## src/rtl/stall_ctrl_if.sv

```systemverilog
// Pipeline-side hazard inputs and stall/flush/memory/muldiv control outputs of stall_ctrl.
// master = pipeline and memory side, slave = stall_ctrl.
interface stall_ctrl_if;
  logic load_stall_i;
  logic branch_EX_i;
  logic dmem_req_MEM_i;
  logic dmem_ready_i;
  logic muldiv_start_EX_i;
  logic muldiv_is_div_i;

  logic dmem_valid_o;
  logic muldiv_busy_o;
  logic muldiv_done_o;
  logic stall_if_o;
  logic stall_id_o;
  logic stall_ex_o;
  logic stall_mem_o;
  logic flush_id_o;
  logic flush_ex_o;
  logic flush_mem_o;
  logic flush_wb_o;
  logic mem_err_o;

  modport master (
    output load_stall_i, branch_EX_i, dmem_req_MEM_i, dmem_ready_i,
           muldiv_start_EX_i, muldiv_is_div_i,
    input  dmem_valid_o, muldiv_busy_o, muldiv_done_o,
           stall_if_o, stall_id_o, stall_ex_o, stall_mem_o,
           flush_id_o, flush_ex_o, flush_mem_o, flush_wb_o, mem_err_o
  );

  modport slave (
    input  load_stall_i, branch_EX_i, dmem_req_MEM_i, dmem_ready_i,
           muldiv_start_EX_i, muldiv_is_div_i,
    output dmem_valid_o, muldiv_busy_o, muldiv_done_o,
           stall_if_o, stall_id_o, stall_ex_o, stall_mem_o,
           flush_id_o, flush_ex_o, flush_mem_o, flush_wb_o, mem_err_o
  );
endinterface

```

## src/rtl/stall_ctrl.sv

```systemverilog
// Pipeline stall/flush controller: memory wait with timeout, multi-cycle mul/div, branch and load-use.
// Outputs are combinational from state and current inputs; a memory wait holds every stage until ready.
module stall_ctrl #(
  parameter int unsigned MUL_CYCLES  = 4,
  parameter int unsigned DIV_CYCLES  = 33,
  parameter int unsigned MEM_TIMEOUT = 255
) (
  input logic        clk_i,
  input logic        rst_i,
  stall_ctrl_if.slave bus
);
  localparam int unsigned MD_MAX  = (MUL_CYCLES > DIV_CYCLES) ? MUL_CYCLES : DIV_CYCLES;
  localparam int unsigned CNT_MAX = (MD_MAX > MEM_TIMEOUT) ? MD_MAX : MEM_TIMEOUT;
  localparam int unsigned CNT_W   = $clog2(CNT_MAX + 1);

  localparam logic [CNT_W-1:0] MUL_LOAD = CNT_W'(MUL_CYCLES - 1);
  localparam logic [CNT_W-1:0] DIV_LOAD = CNT_W'(DIV_CYCLES - 1);
  localparam logic [CNT_W-1:0] MEM_TO   = CNT_W'(MEM_TIMEOUT);

  typedef enum logic [1:0] {RUN, MEM_WAIT, MD_BUSY, ERR} state_t;

  state_t           state_q, state_d, cur;
  logic [CNT_W-1:0] cnt_q, cnt_d;
  logic             err_q, err_d;
  logic             run_rules;

  logic dmem_valid, md_busy, md_done;
  logic stall_if, stall_id, stall_ex, stall_mem;
  logic flush_id, flush_ex, flush_mem, flush_wb;

  always_ff @(posedge clk_i) begin
    if (rst_i) begin
      state_q <= RUN;
      cnt_q   <= '0;
      err_q   <= 1'b0;
    end else begin
      state_q <= state_d;
      cnt_q   <= cnt_d;
      err_q   <= err_d;
    end
  end

  always_comb begin
    // While reset is held the outputs behave as in RUN and nothing advances.
    cur        = rst_i ? RUN : state_q;
    state_d    = cur;
    cnt_d      = cnt_q;
    err_d      = err_q;
    run_rules  = 1'b0;
    dmem_valid = 1'b0;
    md_busy    = 1'b0;
    md_done    = 1'b0;
    stall_if   = 1'b0;
    stall_id   = 1'b0;
    stall_ex   = 1'b0;
    stall_mem  = 1'b0;
    flush_id   = 1'b0;
    flush_ex   = 1'b0;
    flush_mem  = 1'b0;
    flush_wb   = 1'b0;

    unique case (cur)
      RUN: begin
        dmem_valid = bus.dmem_req_MEM_i;
        if (bus.dmem_req_MEM_i && !bus.dmem_ready_i) begin
          {stall_if, stall_id, stall_ex, stall_mem, flush_wb} = '1;
          cnt_d   = CNT_W'(1);
          state_d = MEM_WAIT;
        end else begin
          run_rules = 1'b1;
        end
      end
      MEM_WAIT: begin
        dmem_valid = 1'b1;
        if (!bus.dmem_ready_i) begin
          {stall_if, stall_id, stall_ex, stall_mem, flush_wb} = '1;
          if (cnt_q == MEM_TO) begin
            state_d = ERR;
            err_d   = 1'b1;
          end else begin
            cnt_d = cnt_q + CNT_W'(1);
          end
        end else begin
          // Release cycle: the held EX/ID stages re-present their hazards now.
          state_d   = RUN;
          run_rules = 1'b1;
        end
      end
      MD_BUSY: begin
        md_busy = 1'b1;
        if (cnt_q == '0) begin
          md_done = 1'b1;
          state_d = RUN;
        end else begin
          {stall_if, stall_id, stall_ex, flush_mem} = '1;
          cnt_d = cnt_q - CNT_W'(1);
        end
      end
      ERR: begin
        {stall_if, stall_id, stall_ex, stall_mem, flush_wb} = '1;
      end
      default: state_d = RUN;
    endcase

    if (run_rules) begin
      if (bus.muldiv_start_EX_i && !bus.branch_EX_i) begin
        {stall_if, stall_id, stall_ex, flush_mem} = '1;
        cnt_d   = bus.muldiv_is_div_i ? DIV_LOAD : MUL_LOAD;
        state_d = MD_BUSY;
      end else begin
        stall_if = bus.load_stall_i & ~bus.branch_EX_i;
        stall_id = bus.load_stall_i & ~bus.branch_EX_i;
        flush_id = bus.branch_EX_i;
        flush_ex = bus.branch_EX_i | bus.load_stall_i;
      end
    end
  end

  assign bus.dmem_valid_o  = dmem_valid;
  assign bus.muldiv_busy_o = md_busy;
  assign bus.muldiv_done_o = md_done;
  assign bus.stall_if_o    = stall_if;
  assign bus.stall_id_o    = stall_id;
  assign bus.stall_ex_o    = stall_ex;
  assign bus.stall_mem_o   = stall_mem;
  assign bus.flush_id_o    = flush_id;
  assign bus.flush_ex_o    = flush_ex;
  assign bus.flush_mem_o   = flush_mem;
  assign bus.flush_wb_o    = flush_wb;
  assign bus.mem_err_o     = err_q;
endmodule

```

## src/flat_wrapper.sv

```systemverilog
// flat-port wrapper written by rule: the top's interface ports become plain ports
module stall_ctrl_flat 
#(
  parameter int unsigned MUL_CYCLES  = 4,
  parameter int unsigned DIV_CYCLES  = 33,
  parameter int unsigned MEM_TIMEOUT = 255
)
  (clk_i, rst_i, bus_load_stall_i, bus_branch_EX_i, bus_dmem_req_MEM_i, bus_dmem_ready_i, bus_muldiv_start_EX_i, bus_muldiv_is_div_i, bus_dmem_valid_o, bus_muldiv_busy_o, bus_muldiv_done_o, bus_stall_if_o, bus_stall_id_o, bus_stall_ex_o, bus_stall_mem_o, bus_flush_id_o, bus_flush_ex_o, bus_flush_mem_o, bus_flush_wb_o, bus_mem_err_o);
  stall_ctrl_if bus_i ();
  input logic clk_i;
  input logic rst_i;
  input wire logic [$bits(bus_i.load_stall_i)-1:0] bus_load_stall_i;
  input wire logic [$bits(bus_i.branch_EX_i)-1:0] bus_branch_EX_i;
  input wire logic [$bits(bus_i.dmem_req_MEM_i)-1:0] bus_dmem_req_MEM_i;
  input wire logic [$bits(bus_i.dmem_ready_i)-1:0] bus_dmem_ready_i;
  input wire logic [$bits(bus_i.muldiv_start_EX_i)-1:0] bus_muldiv_start_EX_i;
  input wire logic [$bits(bus_i.muldiv_is_div_i)-1:0] bus_muldiv_is_div_i;
  output wire logic [$bits(bus_i.dmem_valid_o)-1:0] bus_dmem_valid_o;
  output wire logic [$bits(bus_i.muldiv_busy_o)-1:0] bus_muldiv_busy_o;
  output wire logic [$bits(bus_i.muldiv_done_o)-1:0] bus_muldiv_done_o;
  output wire logic [$bits(bus_i.stall_if_o)-1:0] bus_stall_if_o;
  output wire logic [$bits(bus_i.stall_id_o)-1:0] bus_stall_id_o;
  output wire logic [$bits(bus_i.stall_ex_o)-1:0] bus_stall_ex_o;
  output wire logic [$bits(bus_i.stall_mem_o)-1:0] bus_stall_mem_o;
  output wire logic [$bits(bus_i.flush_id_o)-1:0] bus_flush_id_o;
  output wire logic [$bits(bus_i.flush_ex_o)-1:0] bus_flush_ex_o;
  output wire logic [$bits(bus_i.flush_mem_o)-1:0] bus_flush_mem_o;
  output wire logic [$bits(bus_i.flush_wb_o)-1:0] bus_flush_wb_o;
  output wire logic [$bits(bus_i.mem_err_o)-1:0] bus_mem_err_o;
  assign bus_i.load_stall_i = bus_load_stall_i;
  assign bus_i.branch_EX_i = bus_branch_EX_i;
  assign bus_i.dmem_req_MEM_i = bus_dmem_req_MEM_i;
  assign bus_i.dmem_ready_i = bus_dmem_ready_i;
  assign bus_i.muldiv_start_EX_i = bus_muldiv_start_EX_i;
  assign bus_i.muldiv_is_div_i = bus_muldiv_is_div_i;
  assign bus_dmem_valid_o = bus_i.dmem_valid_o;
  assign bus_muldiv_busy_o = bus_i.muldiv_busy_o;
  assign bus_muldiv_done_o = bus_i.muldiv_done_o;
  assign bus_stall_if_o = bus_i.stall_if_o;
  assign bus_stall_id_o = bus_i.stall_id_o;
  assign bus_stall_ex_o = bus_i.stall_ex_o;
  assign bus_stall_mem_o = bus_i.stall_mem_o;
  assign bus_flush_id_o = bus_i.flush_id_o;
  assign bus_flush_ex_o = bus_i.flush_ex_o;
  assign bus_flush_mem_o = bus_i.flush_mem_o;
  assign bus_flush_wb_o = bus_i.flush_wb_o;
  assign bus_mem_err_o = bus_i.mem_err_o;
  stall_ctrl #(.MUL_CYCLES(MUL_CYCLES), .DIV_CYCLES(DIV_CYCLES), .MEM_TIMEOUT(MEM_TIMEOUT)) u_core (.clk_i(clk_i), .rst_i(rst_i), .bus(bus_i));
endmodule
```

## config.mk

```make
export PLATFORM = sky130hd
export DESIGN_NAME = stall_ctrl_flat
export DESIGN_NICKNAME = d
export VERILOG_FILES = /design/src/rtl/stall_ctrl_if.sv /design/src/rtl/stall_ctrl.sv /design/src/flat_wrapper.sv
export SDC_FILE = /design/constraint.sdc
export NUM_CORES = 1
export LEC_CHECK = 0
export CAP_MARGIN = 30
export CORE_MARGIN = 1.5
export CORE_UTILIZATION = 35
export CTS_BUF_LIST = sky130_fd_sc_hd__clkbuf_2 sky130_fd_sc_hd__clkbuf_4 sky130_fd_sc_hd__clkbuf_8
export CTS_CLUSTER_DIAMETER = 200
export DETAILED_ROUTE_END_ITERATION = 7
export DONT_BUFFER_PORTS = 1
export MAX_ROUTING_LAYER = met4
export SYNTH_ARGS = -nofsm -noshare
export SYNTH_HDL_FRONTEND = slang
export SYNTH_SLANG_ARGS = --single-unit
```

## constraint.sdc

```tcl
create_clock -name clk_i -period 4.6 [get_ports clk_i]
set_input_delay 0.92 -clock clk_i [delete_from_list [all_inputs] [get_ports clk_i]]
set_output_delay 0.92 -clock clk_i [all_outputs]
set_load 0.005 [all_outputs]
```

# == Word level (Yosys, flattened, before mapping) ==
# Index checks and enable logic that the tools add are counted.
# totals
ff_bits,11
word_cells,59
# op_classes
addsub,2
n_eq_ne,4
n_mux,39
n_bitwise,4
n_reduce_logical,7
# op_table
operator,count
8-bit 2-to-1 mux,6
8-bit case mux with 3 select lines,1
1-bit 2-to-1 mux,19
2-bit 2-to-1 mux,7
"8-bit by 1-bit adder with 8-bit output, second input constant",1
"8-bit == test, second input constant",1
8-bit logical NOT,1
"8-bit by 1-bit subtractor with 8-bit output, second input constant",1
6-bit 2-to-1 mux,1
2-bit case mux with 3 select lines,1
"2-bit == test, second input constant",2
1-bit case mux with 2 select lines,2
1-bit case mux with 4 select lines,1
1-bit case mux with 3 select lines,1
3-bit AND reduction,1
"2-bit by 1-bit == test with 1-bit output, second input constant",1
1-bit logical AND,2
1-bit logical NOT,2
2-bit logical NOT,1
1-bit NOT,2
1-bit bitwise AND,1
1-bit bitwise OR,1

# == Logic depth before layout (Yosys ltp) ==
# depth
depth_word,6
depth_mapped,8
mapped_depth_nobuf,7

# == Worst setup path after synthesis ==
# No wires, ideal clock.
# synth_timing
kind,input to output
from,input port rst_i
to,output port bus_stall_if_o
t_arrival_ps,1947
setup_slack_ps,1733
path_stages,5
n_path_buf,2
cell_sequence,or3b_4 a21o_1 buf_6 o311ai_0 buf_4
# synth_via
elab_chain_cells,4
word_cells_on_any_way,8
cone_classes,eq/ne (3); mux (4); reduce/logical (1)
# synth_lines
item,line_no,text
start: declaration,flat_wrapper.sv:11,input logic rst_i;
2-bit 2-to-1 mux (*),stall_ctrl.sv:45,cur = rst_i ? RUN : state_q;
2-bit == test (tied with other cells),-,
1-bit case mux with 4 select lines / 1-bit case mux with 2 select lines (equally long branches),-,
1-bit 2-to-1 mux (*),-,
end: declaration,flat_wrapper.sv:21,output wire logic [$bits(bus_i.stall_if_o)-1:0] bus_stall_if_o;
# Every way passes the cells marked *; elsewhere a longest branch is shown, timed or not.

# == Final worst setup path ==
# layout_timing
from,input port bus_dmem_ready_i
to,output port bus_stall_if_o
# layout_via
elab_chain_cells,5
word_cells_on_any_way,9
cone_classes,mux (7); reduce/logical (2)
# layout_lines
item,line_no,text
start: declaration,flat_wrapper.sv:15,input wire logic [$bits(bus_i.dmem_ready_i)-1:0] bus_dmem_ready_i;
1-bit logical NOT,stall_ctrl.sv:65,if (bus.dmem_req_MEM_i && !bus.dmem_ready_i) begin
1-bit logical AND,stall_ctrl.sv:65,
1-bit 2-to-1 mux,-,
1-bit case mux with 4 select lines / 1-bit case mux with 2 select lines (equally long branches),-,
1-bit 2-to-1 mux (*),-,
# Marks and branches as above.

==> flow_summary.toml <==
[outcome]
outcome = "finished clean"

[placed_design]
io_buffers = 0
place_area_sq_um = 1050
hpwl_um = 2037
pre_cts_ws_ns = 1.744
gp_congestion = 0.8471

[layout]
final_cell_mix = "nor2_1 (16), dfxtp_1 (11), inv_1 (10)"
nets = 146
syn_to_final_growth_pct = -1.484
fin_area_sq_um = 1080
insertedDiodeCount = 0
drive_gt1_share_pct = 11.94
layout_commonest_cell = "nor2_1"

[clock_network]
numCtsBuffers = 3
cts_tree = "done"
htree_levels = 1
cts-root-buf = "clkbuf_4"
clock_sinks = 11
cts_max_path_buffers = 2
hold_buffers = 0
post_cts_buffers = 0
path_clk_slew_ns = 0.08
cts_resized = 0
clkLatencyLatePin_ns = 0.28

[worst_setup_path]
worst_ep_arrival_time_ns = 1.94
end_kind = "output port"
path_class = "primary input to output port"
critPathMaxFanout = 13
cp_top_family = "compound AO/OA/AOI/OAI gates"
worst-path-buf-inv = 0
cp_cell_sequence = "nand2b_1 > o21ai_0 > o311ai_0"
cp.required_ns = 3.68
cpPeakStageDelay_ns = 0.64
slowest_stage = "o311ai_0"
cp-start-kind = "primary input"

[synthesis]
ys_seq_area_share_pct = 20.09
ys_ff_latch = 11
yosysUniqueCellTypes = 52
synth_area_per_cell_sq_um = 7.829
synth_edf_count = 0
ys.flop_type = "dfxtp_1"
postSynth.asyncResetShare_pct = 0
yosysWarningCount = 0
synth_nets = 151
synthesis.area_sq_um = 1096
syn_inst = 140

[pwr]
pwr-share-comb_pct = 27.2
p_int_uw = 168.8
pwr-share-clk_pct = 30.1
p_leak_uw = 0.0004143
irDropWorstVdd_v = 0.00009950
power.switching_uw = 81.64
power_density_nw_per_um2 = 231.9
swShare_pct = 32.60
p_seq_share_pct = 42.7

[min_path]
min_path_type = "flop to flop"

[sta]
worst_pin_slew_ns = 0.8765
tns_ns = 0
relSlewSlack_pct = 41.44
drv_slew = 0
hold_viol = 0
finalCritPeriodShare_pct = 62.19
max_clock_freq_mhz = 349.5
final.setup_skew_ns = 0.01096
rsz0062_at_grt = "no"
layout_min_cycle_time_ns = 2.861
setup_ws_ns = 1.739
setup_violations = 0

[floorplanning]
dieArea_sq_um = 3476
core.rowCount = 20
initial_utilization_pct = 36.50
io_pins = 20
die_x_um = 58.96
die_h_um = 58.96
coreArea_sq_um = 3003

[flow_run]
drv_cap = 0

[grt]
antenna_found_initial = 0
grt_pass1_vias = 923
grtUsageTotal_pct = 17.31
overflow = 0
grt_max_degree = 15
grt_first_pass_wirelength_um = 4478

[detailed_routing]
wl_per_cell_um = 16.16
post-route-drc-count = 0
ant_nets = 0
wirelength_um = 2698
drt_pass1_iterations = 5
num_vias = 1036
drt-initial-drc-count = 46
vias_per_cell = 6.204
[worst register-to-register path, stage by stage, from the launching register on]
cell and delay (ns):
dfxtp_1 0.40, or3_4 0.45, nor3_2 0.12, mux2_2 0.35
a222oi_1 0.40, a211oi_1 0.12
[cells by family after synthesis]
kind of cell / synth area share (%)
AO/OA/AOI/OAI: 31.74
XOR/XNOR: 2.398
adder cells (fa/ha/maj): 3.425
buffers and inverters: 11.42
flip-flops: 20.09
multiplexers: 1.027
AND/OR/NAND/NOR: 29.91
[state kept, by name, summed over array words and instances, names as in the netlist]
signal,flops
u_core.bus.mem_err_o,1
u_core.cnt_q,8
u_core.state_q,2
[per-stage QoR]
stage | utilization (%) | std cells | total power, uW | hold WS, ns
after floorplan | - | 140 | 169.2 | 0.4604
after global placement | 34.96 | 163 | 176.2 | 0.4965
after detailed placement | 34.96 | 163 | 176.8 | 0.5140
after CTS | 35.96 | 167 | 253.3 | 0.5344
after global routing | 35.96 | 167 | 269.6 | 0.5809
final | 35.96 | 167 | 250.4 | 0.5357
[final timing paths]
path / end / slack (ns) / startpoint / cells past startpoint
setup reg to reg: u_core.cnt_q[5] / 2.61 / u_core.cnt_q[2] / 5
hold reg to reg: u_core.bus.mem_err_o / 0.54 / u_core.bus.mem_err_o / 2
setup / recovery: bus_stall_if_o / 1.74 / bus_dmem_ready_i / 3
hold / removal: u_core.bus.mem_err_o / 0.54 / u_core.bus.mem_err_o / 2
[power groups by stage]
| stage | Clock (uW) | Combinational (uW) | Sequential [uW] |
|---|---|---|---|
| after detailed placement | 0 | 67.6 | 109 |
| after CTS | 78.4 | 68.0 | 107 |
| after global routing | 84.9 | 76.3 | 108 |
| final | 75.3 | 68.1 | 107 |
| after floorplan | 0 | 63.9 | 105 |
| after global placement | 0 | 67.0 | 109 |
[layer usage]
layer  track usage, %  up-vias  wire (um)
met5                -        -          0
met4            6.494        0         10
met3            2.198        2        186
met2            28.41       55       1348
met1            21.61      473       1153
li1                 -      506          -
[final cells by class]
class	count	area [sq um]
clock buffers	4	30.03
fillers	321	1923
inverters	10	37.54
multi-input cells	109	750.7
flip-flops and latches	11	220.2
well taps	33	41.29
[cells in the mapped netlist, types with 3 or more instances]
cell type  count  area [sq um]
a21oi_1        6         30.03
a31oi_1        5         31.28
buf_4          5         37.54
buf_6          4         45.04
dfxtp_1       11         220.2
ha_1           3         37.54
inv_1         10         37.54
nand2_1        9         33.78
nand2b_1       3         18.77
nand3_1        7         35.03
nor2_1        16         60.06
nor3_1         3         15.01
nor3b_1        3         22.52
o21ai_0        6         30.03
xnor2_1        3         26.28
(Power assumes the default switching activity.)
